[src/rtl/aurora_tx_arbiter.sv]
// Round-robin, frame-level arbiter sharing one Aurora TX user-data stream between NUM_REQ sources.
// Define TX_FRAME_CNT_EN to add the frame_count / drop_count statistics ports.
module aurora_tx_arbiter #(
  parameter int NUM_REQ   = 2,
  parameter int DATA_W    = 16,
  parameter int MAX_WORDS = 64
) (
  input  logic                      clk,
  input  logic                      reset,
  input  logic                      channel_up,
  input  logic [NUM_REQ-1:0]        req,
  input  logic [NUM_REQ*DATA_W-1:0] src_data,
  input  logic [NUM_REQ-1:0]        src_valid,
  input  logic [NUM_REQ-1:0]        src_last,
  output logic [NUM_REQ-1:0]        src_ready,
  output logic [NUM_REQ-1:0]        grant,
  output logic [DATA_W-1:0]         tx_tdata,
  output logic                      tx_tvalid,
  output logic                      tx_tlast,
  output logic [DATA_W/8-1:0]       tx_tkeep,
  input  logic                      tx_tready,
  output logic                      busy,
  output logic                      trunc_err,
  output logic [1:0]                dbg_state
`ifdef TX_FRAME_CNT_EN
  ,
  output logic [15:0]               frame_count,
  output logic [15:0]               drop_count
`endif
);

  // Handshake rule on both sides: a word moves at a clock edge where valid and ready are both high;
  // the sender holds data/last stable while valid & ~ready, and ready never depends on valid.
  typedef enum logic [1:0] {S_IDLE, S_XFER, S_DISCARD, S_DRAIN} state_e;

  localparam int IDX_W = $clog2(NUM_REQ);
  localparam int CNT_W = $clog2(MAX_WORDS) + 1;
  localparam logic [CNT_W-1:0] CNT_LAST = CNT_W'(MAX_WORDS - 1);

  state_e              state_q;
  logic [NUM_REQ-1:0]  grant_q;
  logic [IDX_W-1:0]    gidx_q;
  logic [IDX_W-1:0]    last_grant_q;
  logic [CNT_W-1:0]    word_cnt_q;
  logic [DATA_W-1:0]   tx_tdata_q;
  logic                tx_tvalid_q;
  logic                tx_tlast_q;
  logic [DATA_W/8-1:0] tx_tkeep_q;
  logic                trunc_err_q;
`ifdef TX_FRAME_CNT_EN
  logic [15:0]         frame_cnt_q;
  logic [15:0]         drop_cnt_q;
`endif

  logic                found;
  logic [IDX_W-1:0]    pick;
  logic [IDX_W-1:0]    cand;
  logic [DATA_W-1:0]   sel_data;
  logic                sel_valid;
  logic                sel_last;
  logic                accept;
  logic                at_max;

  // Scan downwards so the last hit is the first requester after last_grant_q (with wrap).
  always_comb begin
    found = 1'b0;
    pick  = '0;
    cand  = '0;
    for (int k = NUM_REQ; k >= 1; k--) begin
      cand = IDX_W'((int'(last_grant_q) + k) % NUM_REQ);
      if (req[cand]) begin
        found = 1'b1;
        pick  = cand;
      end
    end
  end

  always_comb begin
    sel_data  = '0;
    sel_valid = 1'b0;
    sel_last  = 1'b0;
    src_ready = '0;
    for (int i = 0; i < NUM_REQ; i++) begin
      if (gidx_q == IDX_W'(i)) begin
        sel_data  = src_data[i*DATA_W +: DATA_W];
        sel_valid = src_valid[i];
        sel_last  = src_last[i];
        if (state_q == S_XFER)
          src_ready[i] = channel_up & (~tx_tvalid_q | tx_tready);
        else if (state_q == S_DISCARD)
          src_ready[i] = 1'b1;
      end
    end
  end

  assign accept = sel_valid & (|(src_ready & grant_q));
  assign at_max = (word_cnt_q == CNT_LAST);

  always_ff @(posedge clk or negedge reset) begin
    if (!reset) begin
      state_q      <= S_IDLE;
      grant_q      <= '0;
      gidx_q       <= '0;
      last_grant_q <= IDX_W'(NUM_REQ - 1);
      word_cnt_q   <= '0;
      tx_tdata_q   <= '0;
      tx_tvalid_q  <= 1'b0;
      tx_tlast_q   <= 1'b0;
      tx_tkeep_q   <= '0;
      trunc_err_q  <= 1'b0;
`ifdef TX_FRAME_CNT_EN
      frame_cnt_q  <= '0;
      drop_cnt_q   <= '0;
`endif
    end else begin
      trunc_err_q <= 1'b0;
      if (tx_tvalid_q && tx_tready) tx_tvalid_q <= 1'b0;
`ifdef TX_FRAME_CNT_EN
      if (tx_tvalid_q && tx_tready && tx_tlast_q) frame_cnt_q <= frame_cnt_q + 16'd1;
      if (state_q == S_DISCARD && accept) drop_cnt_q <= drop_cnt_q + 16'd1;
`endif
      // Losing the channel abandons the frame; last_grant_q is kept so the owner loses its turn.
      if (state_q != S_IDLE && !channel_up) begin
        state_q     <= S_IDLE;
        grant_q     <= '0;
        word_cnt_q  <= '0;
        tx_tvalid_q <= 1'b0;
        tx_tlast_q  <= 1'b0;
      end else begin
        case (state_q)
          S_IDLE: begin
            if (channel_up && found) begin
              grant_q      <= NUM_REQ'(1) << pick;
              gidx_q       <= pick;
              last_grant_q <= pick;
              word_cnt_q   <= '0;
              state_q      <= S_XFER;
            end
          end
          S_XFER: begin
            if (accept) begin
              tx_tdata_q  <= sel_data;
              tx_tkeep_q  <= '1;
              tx_tvalid_q <= 1'b1;
              tx_tlast_q  <= sel_last | at_max;
              word_cnt_q  <= word_cnt_q + CNT_W'(1);
              if (sel_last) begin
                state_q <= S_DRAIN;
              end else if (at_max) begin
                trunc_err_q <= 1'b1;
                state_q     <= S_DISCARD;
              end
            end
          end
          S_DISCARD: begin
            if (accept && sel_last) state_q <= S_DRAIN;
          end
          S_DRAIN: begin
            if (!tx_tvalid_q || tx_tready) begin
              grant_q <= '0;
              state_q <= S_IDLE;
            end
          end
          default: state_q <= S_IDLE;
        endcase
      end
    end
  end

  assign grant     = grant_q;
  assign tx_tdata  = tx_tdata_q;
  assign tx_tvalid = tx_tvalid_q;
  assign tx_tlast  = tx_tlast_q;
  assign tx_tkeep  = tx_tkeep_q;
  assign trunc_err = trunc_err_q;
  assign busy      = (state_q != S_IDLE);
  assign dbg_state = state_q;
`ifdef TX_FRAME_CNT_EN
  assign frame_count = frame_cnt_q;
  assign drop_count  = drop_cnt_q;
`endif

endmodule

[config.mk]
export PLATFORM = sky130hd
export DESIGN_NAME = aurora_tx_arbiter
export DESIGN_NICKNAME = d
export VERILOG_FILES = /design/src/rtl/aurora_tx_arbiter.sv
export SDC_FILE = /design/constraint.sdc
export NUM_CORES = 1
export LEC_CHECK = 0
export BUFFER_PORTS_ARGS = -buffer_cell sky130_fd_sc_hd__buf_4
export CORE_ASPECT_RATIO = 0.75
export CORE_MARGIN = 2
export CORE_UTILIZATION = 44
export CTS_CLUSTER_SIZE = 28
export DETAILED_ROUTE_END_ITERATION = 8
export PLACE_DENSITY = 0.84
export SYNTH_ARGS = -nofsm -noshare
export SYNTH_HDL_FRONTEND = slang
export SYNTH_SLANG_ARGS = --single-unit
[constraint.sdc]
create_clock -name clk -period 1.75 [get_ports clk]
set_input_delay 0.0875 -clock clk [delete_from_list [all_inputs] [get_ports clk]]
set_output_delay 0.0875 -clock clk [all_outputs]
set_load 0.02 [all_outputs]
Yosys cells after proc, flatten, opt, wreduce, memory -nomap -nowiden --
Cells that the tools add are included. W data, S select, Z words.
Word-level totals: register bits after elaboration 33
Cells by class: $add $sub $neg 3, magnitude comparators 2, equality and inequality tests 9, shift-type cells 1, mux-type cells 42, bitwise operators 7, reductions and logical operators 20
Operators by type and width (number):
- $mux W1 | 26
- $mux W7 | 3
- $mux W2 | 9
- $mux W16 | 1
- $pmux W7 S2 | 1
- $reduce_and A3 Y1 | 4
- $pmux W2 S4 | 1
- $add A7 B1 Y7 const B | 1
- $eq A7 B6 Y1 const B | 1
- $ne A3 B3 Y1 const B | 2
- $reduce_bool A2 Y1 | 3
- $reduce_bool A3 Y1 | 2
- $reduce_and A5 Y1 | 1
- $eq A2 B2 Y1 const B | 2
- $logic_and A1 B1 Y1 | 4
- $lt A1 B2 Y1 const B | 2
- $ne A4 B3 Y1 const B | 1
- $pmux W2 S2 | 1
- $ne A3 B1 Y1 const B | 1
- $ne A3 B2 Y1 const B | 1
- $add A1 B1 Y1 const B | 2
- $and A1 B1 Y1 | 2
- $and A2 B2 Y2 | 1
- $eq A2 B1 Y1 const B | 1
- other kinds (8) | 11

Depth between registers and ports, before layout --
depth after elaboration 12, depth in mapped cells 8, depth with buffers taken out 7

Least setup slack after synthesis --
No wires, ideal clock.
path type register to register, from reg state_q[0], in the netlist dbg_state[0], to reg state_q[0], in the netlist dbg_state[0], library setup time 0.077 ns, arrival 2.050 ns, required time 1.673 ns, slack -0.378 ns, cell stages (with the launch flop) 8, period minus slack after synthesis 2.128 ns, cell sequence dfrtp_1 > inv_1 > ha_1 > o21ai_0 > nor2_1 > a211o_1 > a211o_1 > a21oi_1
Between the ends: cells in the longest elaborated chain, start to end 10, elaborated cells between the ends (all ways) 22, those cells by class eq/ne: 8; mux: 6; bitwise: 2; reduce/logical: 6
RTL lines:
- start: declaration | line 40 | state_e state_q;
- start signal: assignment | line 101 | state_q <= S_IDLE;
- start signal: assignment | line 124 | state_q <= S_IDLE;
- start signal: assignment | line 137 | state_q <= S_XFER;
- $eq A2 B2 Y1 | line 90, 130
- $mux W1 | line 90 | else if (state_q == S_DISCARD)
- $mux W1 | line 88 | if (state_q == S_XFER)
- $mux W1 | line 84 | if (gidx_q == IDX_W'(i)) begin
- $and A2 B2 Y2 | line 96 | assign accept = sel_valid & (|(src_ready & grant_q));
- $reduce_or A2 Y1 | line 96
- $and A1 B1 Y1 | line 96
- $logic_and A1 B1 Y1 | line 156 | if (accept && sel_last) state_q <= S_DRAIN;
- $ne A3 B1 Y1 (no line)
- $reduce_and A5 Y1 (no line)
Several ways; a longest one is shown, not always the timed one. A chain may end at the register's enable or synchronous reset.

Worst setup path after layout --
from reg word_cnt_q[1], to reg state_q[0], in the netlist dbg_state[0]
Between the ends: cells in the longest elaborated chain, start to end 3
RTL lines:
- start: declaration | line 44 | logic [CNT_W-1:0] word_cnt_q;
- start signal: assignment | line 146 | word_cnt_q <= word_cnt_q + CNT_W'(1);
- $eq A7 B6 Y1 | line 97 | assign at_max = (word_cnt_q == CNT_LAST);
- $ne A4 B3 Y1 (no line)
- $reduce_and A5 Y1 (no line)
No other way between the ends.

==> metrics.md <==
| Metric | Value |
|---|---|
| Status | `finished, violations left` |
| Failing checks | `setup timing` |
| Fin crit share | `1.11` |
| CP Capture Type | `flop` |
| Initial DRC count | `roughly 110` |
| Met1 GRT Util | `0.267` |
| Worst slack, placed | `-93.4 ps` |
| Met2 usage | `0.364` |
| Drt drc | `0` |
| Insertion delay to the later sink of the worst-skew pair | `~280 ps` |
| CTS tree | `yes` |
| Clock slew at the register clock pins of the worst setup and hold paths | `~70 ps` |
| Antenna violations before repair | `0` |
| CORE AREA | `about 0.0041 mm2` |
| Count of different cell masters after synthesis | `38` |
| Max IR drop VDD | `roughly 1200 uV` |
| Layout fillers | `around 260` |
| Max-slew headroom | `0.663` |
| Crit Path Category | `reg2reg` |
| Die Area | `0.00478 mm2` |
| Total CTS buffers | `5` |
| Clk sink count | `33` |
| Max-Cap Viols | `0` |
| Die Y | `just over 60 um` |
| Layout Nets | `330` |
| Max Slew Vio Count | `0` |
| CP startpoint kind | `flop` |
| Largest net degree at the start of global routing | `34` |
| FF+latch count, synth | `33` |
| Worst hold path class | `in2reg` |
| RSZ-0062 raised after global routing | `true` |
| Area of the multi-input gates | `about 0.0012 mm2` |
| GP Congestion | `approximately 0.92` |
| Area Growth Syn to Fin | `64.2%` |
| Die Wd | `about 79 um` |
| Setup slack after layout | `-186 ps` |
| DP HPWL | `3500 um` |
| H-tree Lvls | `2` |
| GR Util met3 | `0.0491` |
| Worst slew pin tran | `approximately 500 ps` |
| Final min period | `approximately 1900 ps` |
| Post-Syn Nets | `about 220` |
| Mapped cell area | `between 0.0015 and 0.002 mm2` |
| F_max | `517 MHz` |
| Busiest grt layer | `met2` |
| Vias per std cell | `5.44` |
| Wire per inst | `around 18 um` |
| Final Total Pwr | `approximately 4.8 mW` |
| WP data arrival | `approximately 2100 ps` |
| Starting Density | `0.460` |
| Grt ovf | `0` |
| Leakage power | `around 1.5 nW` |
| Hold Violations, Final | `0` |
| Clock Skews | `7.33 ps` |
| Syn avg cell area | `between 10 and 15 um2` |
| Max clock buf depth | `2` |
| Share of cells above drive strength 1 | `0.643` |
| Vias in the first global route | `roughly 1700` |
| Boundary pin count | `70` |
| Critical path required time | `a little under 2000 ps` |
| CP Max Fanout | `4` |
| Post-layout util | `0.756` |
| Drt pass-1 iters | `4` |
| Port bufs | `69` |
| YS warnings | `0` |
| WL final | `between 6000 and 7000 um` |
| PwrDens | `approximately 1600 mW/mm2` |
| Root Buffer | `clkbuf_8` |
| First-pass GRT wire length | `approximately 7700 um` |
| Post-synthesis sequential area ratio | `0.443` |
| FP Rows | `20` |
| Setup-failing EPs final | `26` |
| Post-Syn Instances | `174` |
| Post-route setup TNS | `-2280 ps` |
| Via Count | `1840` |
| Antenna Nets Post-Route | `0` |
| Total Routing Usage GR | `0.207` |
| Register area | `~830 um2` |
| Ant diodes | `0` |
-- area by class of cell --
type	count	share of cell area
multi-input cells	127	0.379
repair buffers	109	0.291
flip-flops and latches	33	0.271
clock buffers	6	0.0237
well taps	55	0.0225
inverters	6	0.00980
clock inverters	2	0.00327
-- state kept, by name, summed over array words and instances, names as in the netlist --
name	cells
tx_tdata	16
word_cnt_q	7
dbg_state	2
grant	2
gidx_q	1
last_grant_q	1
trunc_err	1
tx_tkeep	1
tx_tlast	1
tx_tvalid	1
-- final timing paths --
| check | cells past startpoint | from | slack (ps) | end |
|---|---|---|---|---|
| worst max-delay path | 6 | word_cnt_q[1] | -190 | dbg_state[0] |
| worst min-delay path | 3 | req[1] | 90 | last_grant_q |
| worst max register to register | 6 | word_cnt_q[1] | -190 | dbg_state[0] |
| worst min register to register | 1 | tx_tkeep[0] | 490 | tx_tkeep[0] |
| max in group asynchronous | 2 | reset | 1130 | last_grant_q |
| min in group asynchronous | 2 | reset | 280 | tx_tdata[14] |
-- per-stage QoR --
step | instances | instance area [um2] | hold WS [ps]
6_report | 338 | 3060 | 90.9
5_1_grt | 338 | 3060 | 116
4_1_cts | 329 | 2840 | 71.0
3_5_place_dp | 316 | 2660 | 58.3
3_3_place_gp | 316 | 2660 | 55.1
2_1_floorplan | 174 | 1930 | -208
-- Yosys cell counts --
master    instances  share of area
a32o_1            2          0.011
clkbuf_1          1         0.0020
o31ai_1           8          0.032
buf_2             4          0.011
a21boi_1          3          0.012
a21o_1            1         0.0040
or4_1             3          0.012
and2_1            3          0.010
nor4_1            1         0.0034
ha_1              6          0.040
nor3_1            3         0.0080
nand2b_1          4          0.013
a21boi_0          1         0.0040
and3_1            1         0.0034
mux2i_1           2          0.011
nand4b_1          1         0.0047
nand3_1           7          0.019
nor2b_1           3          0.010
o22ai_2           1         0.0067
o21ai_0          12          0.032
or2_1             1         0.0034
mux2_2           33           0.20
o211ai_1          1         0.0040
o21a_1            1         0.0040
buf_6             1         0.0060
inv_1             6          0.012
o21ai_1           1         0.0027
a211o_1           2         0.0094
buf_1             1         0.0020
a31oi_1           1         0.0034
dfrtp_1          32           0.43
nand2_1          12          0.024
buf_4             1         0.0040
a21oi_1           5          0.013
nor2_1            6          0.012
o22ai_1           1         0.0034
a22oi_1           1         0.0040
dfstp_2           1          0.014
-- logic make-up after synthesis --
group / Yosys count / synth area share
adder cells (fa/ha/maj): 6 / 0.0402
buffers and inverters: 14 / 0.0369
AND/OR/NAND/NOR: 45 / 0.123
multiplexers: 35 / 0.210
AO/OA/AOI/OAI: 41 / 0.146
flip-flops: 33 / 0.443
-- where the power goes --
part,internal (mW),total [mW],switching [mW]
clock,0.276,0.567,0.291
sequential,0.992,1.18,0.190
combinational,1.54,3.09,1.55
-- what timing repair did --
item	in CTS	in global routing
setup endpoints to repair	24	28
hold endpoints to repair	32	0
pin swaps	7	10
hold buffers	1	0
setup buffers	4	6
gates resized for setup	13	27
gates cloned	0	3
-- placed cells by master (no fill, tap or decap), types with 2 or more instances in the layout --
cell type and instances:
a21boi_1 2, a21oi_1 2, a21oi_4 2, and2_4 2, buf_4 99, buf_6 6, clkbuf_16 2, clkbuf_8 5
clkinv_2 2, dfrtp_1 30, dfrtp_2 2, ha_1 2, ha_4 4, inv_1 3, inv_4 3, mux2_2 33
mux2i_1 2, nand2_1 11, nand2b_1 3, nand3_1 7, nor2_1 4, nor2b_1 2, nor3_1 2, o21ai_0 9
o21ai_1 2, o31ai_1 4, o31ai_2 4, or4_1 2
-- layer usage --
metal,vias up,routed length [um]
met3,15,382
met1,900,2530
li1,851,-
met5,-,0
met4,0,119
met2,74,3140
-- worst max-delay path: stages, from the launching register on --
cell,delay (ps)
dfrtp_1,390
ha_1,200
and3_1,220
nand4b_1,190
a211o_4,410
a211o_1,290
a21oi_2,160
Power figures use the tool's default switching activity.
